<file path="src/rtl/lsu_mem.sv">
// MEM-stage load/store unit: issues data-memory requests, stalls the pipeline until done, formats load data.
// Optional misaligned-access trap enabled by defining LSU_MISALIGN_EXC_EN.
module lsu_mem (
  input  logic        clk,
  input  logic        rst_n,
  input  logic        mem_rd_en_in,
  input  logic        mem_wr_en_in,
  input  logic [2:0]  mem_funct3_in,
  input  logic [31:0] addr_in,
  input  logic [31:0] wr_data_in,
  output logic        dmem_req,
  output logic        dmem_we,
  output logic [31:0] dmem_addr,
  output logic [3:0]  dmem_be,
  output logic [31:0] dmem_wdata,
  input  logic        dmem_gnt,
  input  logic        dmem_rvalid,
  input  logic [31:0] dmem_rdata,
  output logic [31:0] mem_rd_data_out,
  output logic        lsu_stall,
  output logic [1:0]  dbg_state_o
`ifdef LSU_MISALIGN_EXC_EN
  ,
  output logic        misalign_exc_out
`endif
);

  // Handshake: a request transfers on a cycle with dmem_req && dmem_gnt; read data returns
  // later on a cycle with dmem_rvalid, one response per granted load, no backpressure on it.
  typedef enum logic [1:0] {
    IDLE     = 2'd0,
    WAIT_GNT = 2'd1,
    WAIT_RSP = 2'd2
  } state_e;

  state_e      state_q, state_d;
  logic [31:0] rd_data_q, rd_data_d;

  logic        access;
  logic        is_store;
  logic        misaligned;
  logic        req;
  logic        done;
  logic        capture;
  logic [3:0]  be;
  logic [31:0] wdata;
  logic [7:0]  ld_byte;
  logic [15:0] ld_half;
  logic [31:0] ld_fmt;

  assign access   = mem_rd_en_in | mem_wr_en_in;
  assign is_store = mem_wr_en_in;

`ifdef LSU_MISALIGN_EXC_EN
  assign misaligned = ((mem_funct3_in[1:0] == 2'b01) & addr_in[0]) |
                      ((mem_funct3_in == 3'b010) & (addr_in[1:0] != 2'b00));
  assign misalign_exc_out = rst_n & access & misaligned;
`else
  assign misaligned = 1'b0;
`endif

  always_comb begin
    be    = 4'b1111;
    wdata = wr_data_in;
    case (mem_funct3_in[1:0])
      2'b00: begin
        be    = 4'b0001 << addr_in[1:0];
        wdata = {4{wr_data_in[7:0]}};
      end
      2'b01: begin
        be    = addr_in[1] ? 4'b1100 : 4'b0011;
        wdata = {2{wr_data_in[15:0]}};
      end
      default: ;
    endcase
  end

  always_comb begin
    ld_byte = dmem_rdata[7:0];
    case (addr_in[1:0])
      2'd1:    ld_byte = dmem_rdata[15:8];
      2'd2:    ld_byte = dmem_rdata[23:16];
      2'd3:    ld_byte = dmem_rdata[31:24];
      default: ;
    endcase
    ld_half = addr_in[1] ? dmem_rdata[31:16] : dmem_rdata[15:0];
    case (mem_funct3_in)
      3'b000:  ld_fmt = {{24{ld_byte[7]}}, ld_byte};
      3'b100:  ld_fmt = {24'd0, ld_byte};
      3'b001:  ld_fmt = {{16{ld_half[15]}}, ld_half};
      3'b101:  ld_fmt = {16'd0, ld_half};
      default: ld_fmt = dmem_rdata;
    endcase
  end

  always_comb begin
    state_d = state_q;
    req     = 1'b0;
    done    = 1'b0;
    capture = 1'b0;
    case (state_q)
      IDLE: begin
        if (access && !misaligned) begin
          req = 1'b1;
          if (dmem_gnt) begin
            if (is_store) done = 1'b1;
            else          state_d = WAIT_RSP;
          end else begin
            state_d = WAIT_GNT;
          end
        end
      end
      WAIT_GNT: begin
        req = 1'b1;
        if (dmem_gnt) begin
          done    = is_store;
          state_d = is_store ? IDLE : WAIT_RSP;
        end
      end
      WAIT_RSP: begin
        if (dmem_rvalid) begin
          done    = 1'b1;
          capture = 1'b1;
          state_d = IDLE;
        end
      end
      default: state_d = IDLE;
    endcase
  end

  assign rd_data_d = capture ? ld_fmt : rd_data_q;

  always_ff @(posedge clk or negedge rst_n) begin
    if (!rst_n) begin
      state_q   <= IDLE;
      rd_data_q <= 32'd0;
    end else begin
      state_q   <= state_d;
      rd_data_q <= rd_data_d;
    end
  end

  // Bus outputs are forced quiet while reset is asserted, even if upstream presents an access.
  assign dmem_req        = rst_n & req;
  assign dmem_we         = dmem_req & is_store;
  assign dmem_addr       = dmem_req ? {addr_in[31:2], 2'b00} : 32'd0;
  assign dmem_be         = dmem_req ? be : 4'd0;
  assign dmem_wdata      = (dmem_req && is_store) ? wdata : 32'd0;
  assign lsu_stall       = rst_n & access & ~misaligned & ~done;
  assign mem_rd_data_out = capture ? ld_fmt : rd_data_q;
  assign dbg_state_o     = state_q;

endmodule

</file>
<file path="config.mk">
export PLATFORM = sky130hd
export DESIGN_NAME = lsu_mem
export DESIGN_NICKNAME = d
export VERILOG_FILES = /design/src/rtl/lsu_mem.sv
export SDC_FILE = /design/constraint.sdc
export NUM_CORES = 1
export LEC_CHECK = 0
export ABC_AREA = 1
export CAP_MARGIN = 5
export CORE_ASPECT_RATIO = 0.5
export CORE_UTILIZATION = 38
export CTS_CLUSTER_SIZE = 28
export DETAILED_ROUTE_END_ITERATION = 7
export GPL_TIMING_DRIVEN = 0
export PLACE_DENSITY_LB_ADDON = 0.08
export SYNTH_ARGS = -nofsm -noshare
export SYNTH_HDL_FRONTEND = slang
export SYNTH_SLANG_ARGS = --single-unit
</file>
<file path="constraint.sdc">
create_clock -name clk -period 4.21 [get_ports clk]
set_clock_uncertainty 0.2 [all_clocks]
set_input_delay 0.842 -clock clk [delete_from_list [all_inputs] [get_ports clk]]
set_output_delay 0.842 -clock clk [all_outputs]
set_load 0.03 [all_outputs]
</file>
==> results by group <==
Outcome
  – Status: finished clean

Power
  – Gate power share: 0.642
  – Total Power: ~2400 uW
  – Pwr dens: ~460 nW/um^2
  – Leakage: between 0.002 and 0.003 uW
  – Net Sw Power: approximately 1100 uW
  – Switching share of power: 0.443
  – Power share of the clock group: 0.142
  – Seq pwr share: 0.217
  – Peak VDD IR: around 400 uV
  – Int Power: 1360 uW

Clocking
  – Root Driver: clkbuf_16
  – Post-CTS Hold Fix Bufs: 0
  – # H-tree levels: 2
  – CTS resizes: 1
  – Number of setup buffers added after CTS: 0
  – Clk Latency, worst-skew pair: 0.27 ns
  – Num CTS Buffers: 5
  – Clock transition at path regs: roughly 0.050 ns
  – Clock Sinks: 34
  – Clk buf depth: 2
  – CTS tree: yes

Die
  – Die footprint: just over 8000 sq um
  – Core Region: 7400 sq um
  – Die height: between 60 and 70 microns
  – Initial Utilization: 0.397
  – Die Wd: about 130 microns
  – # IOs: 210
  – Row cnt: 22

STA
  – Final Slew Violations: 0
  – RSZ-0062 raised after global routing: false
  – Setup violators final: 0
  – F_max: between 0.2 and 0.3 GHz
  – Final period utilization: 0.950
  – Post-route setup TNS: 0 ns
  – Final worst slack: around 0.21 ns
  – Final Hold Fails: 0
  – Slew @ Worst Pin: 0.553 ns
  – Min Tclk post-route: approximately 4.0 ns
  – Slew margin rel.: 0.631

Critical path
  – Reg2Reg Depth: 9
  – Critical Path Start Type: input port
  – Crit. End Element: output port
  – Worst path required time: 3.17 ns
  – CP max FO: 10
  – Setup Crit Path Kind: input port to output port
  – R2R Setup Slk: roughly 2.4 ns
  – WP data arrival: 2.96 ns
  – Worst R2R End: rd_data_q[11]$_DFF_PN0_
  – Reg-to-Reg Start: dbg_state_o[0]$_DFFE_PN0P_

Global route
  – Vias in the first global route: approximately 3400
  – Initial antenna violation count: 0
  – First-pass GRT wire length: between 15 and 20 mm
  – Largest net degree at the start of global routing: 36
  – Total Routing Usage GR: 0.273
  – Grt total ovfl: 0

Yosys
  – #FFs+latches synth: 34
  – Seq/Total Area, Yosys: 0.289
  – Post-synth cell types: 30
  – Yosys warnings: 0
  – Post-Syn Area: 2940 sq um
  – Gate Count Post-Synth: between 400 and 500
  – Syn avg cell area: approximately 6.2 sq um

Placement
  – I/O Buffers: ~200
  – Pre-CTS setup slack: -0.0194 ns
  – DP Area: about 5100 sq um
  – Dpl hpwl: 8.91 mm
  – Gpl congestion: approximately 0.85

Final layout
  – Fillers: 658
  – Fin nets: around 800
  – Share of cells above drive strength 1: 0.0884
  – Ant. Diodes: 0
  – Post-layout util: 0.708
  – Final instance area: 5240 sq um
  – Synth-to-layout area growth: 78.2%

Routing
  – Via/cell ratio: between 4 and 5
  – Total Routed Length: approximately 11 mm
  – DRT iter0 DRCs: ~320
  – Via count: roughly 3800
  – DRT Pass-1 Iters: 8
  – Routed Antenna Nets: 0
  – Drt drc: 0
  – Wire length per cell: roughly 14 microns

Hold path
  – WHS Endpoint: rd_data_q[3]$_DFF_PN0_
  – Worst hold path type: flop to flop
  – Hold Path Stages: 2
  – Worst Hold Launch: rd_data_q[3]$_DFF_PN0_

Flow run
  – Max-cap violations: 0
## how the worst max path moves through the flow
stage	slack, ns	end	depth (start not counted)	start
3_3_place_gp	-1.04	dmem_wdata[20]	9	rst_n
3_5_place_dp	-0.02	dmem_wdata[20]	9	rst_n
2_1_floorplan	0.94	mem_rd_data_out[7]	8	addr_in[1]
6_report	0.21	mem_rd_data_out[27]	8	dmem_rvalid
5_1_grt	0.09	mem_rd_data_out[20]	8	dmem_rvalid
4_1_cts	0.23	mem_rd_data_out[27]	8	dmem_rvalid
## cell families after synthesis
family                 Yosys count  share of synthesized area
other                            1                    0.00128
buffers and inverters          112                      0.169
DFF                             34                      0.289
and+or+nand+nor                266                      0.417
AOI/OAI and AO/OA               65                      0.124
## state kept, by name (all words and copies together) (netlist names)
signal       cells
rd_data_q       32
dbg_state_o      2
## layout make-up
class                   instances  area [sq um]  share of cell area
plain buffers                  27           169              0.0322
clock buffers                   5           125              0.0239
clock inverters                 2          10.0             0.00191
inverters                      85           327              0.0623
multi-input cells             333          1600               0.305
flip-flops and latches         34           851               0.162
well taps                      96           120              0.0229
repair buffers                204          2040               0.389
## cell usage after synthesis (all sizes together)
master	instances	area [sq um]
a211oi	2	15.0
a21boi	1	7.51
a21oi	27	135
buf	18	134
clkbuf	9	35.0
conb	1	3.75
dfrtp	34	851
inv	85	327
nand2	76	298
nand3	44	263
nor2	117	487
nor3	3	15.0
nor3b	1	7.51
o211ai	1	7.51
o21ai	20	111
o22ai	14	87.6
or2	25	156
## per-stage QoR
stage / hold WS (ns) / cells
after global routing: 0.300 / 786
after CTS: 0.275 / 786
final: 0.278 / 786
after detailed placement: 0.263 / 779
after floorplan: 0.346 / 479
after global placement: 0.264 / 779
## placed cells by master, fill, tap and decap left out, types with 3 or more instances in the layout
cell,n
a21oi_1,27
buf_2,8
buf_4,6
buf_6,5
clkbuf_1,8
clkbuf_16,5
clkdlybuf4s50_1,203
dfrtp_1,34
inv_1,80
inv_4,3
nand2_1,73
nand3_1,37
nand3_2,6
nor2_1,113
nor3_1,3
o21ai_0,19
o22ai_1,14
or2_1,11
or2_2,14
## metal layers
layer	part of all wire	global-route usage	vias to the layer above
li1	-	-	1892
met1	0.44	0.351	1705
met2	0.48	0.484	182
met3	0.063	0.0469	20
met4	0.015	0.0557	0
met5	0	0	-
## critical path, cell delays in order
cell and delay [ns]:
clkdlybuf4s50_1 0.50, nand3_2 0.20, inv_2 0.17, clkbuf_1 0.30, or2_1 0.15, nand2_1 0.05
inv_1 0.07, clkdlybuf4s50_1 0.68
## power groups by stage
stage	logic [uW]	clock network (uW)	registers [uW]
final	1560	345	527
after global routing	1670	364	542
after CTS	1570	353	527
after detailed placement	1550	0	533
after global placement	1550	0	521
after floorplan	908	0	525
No activity file was read; power rests on OpenSTA's default activity.
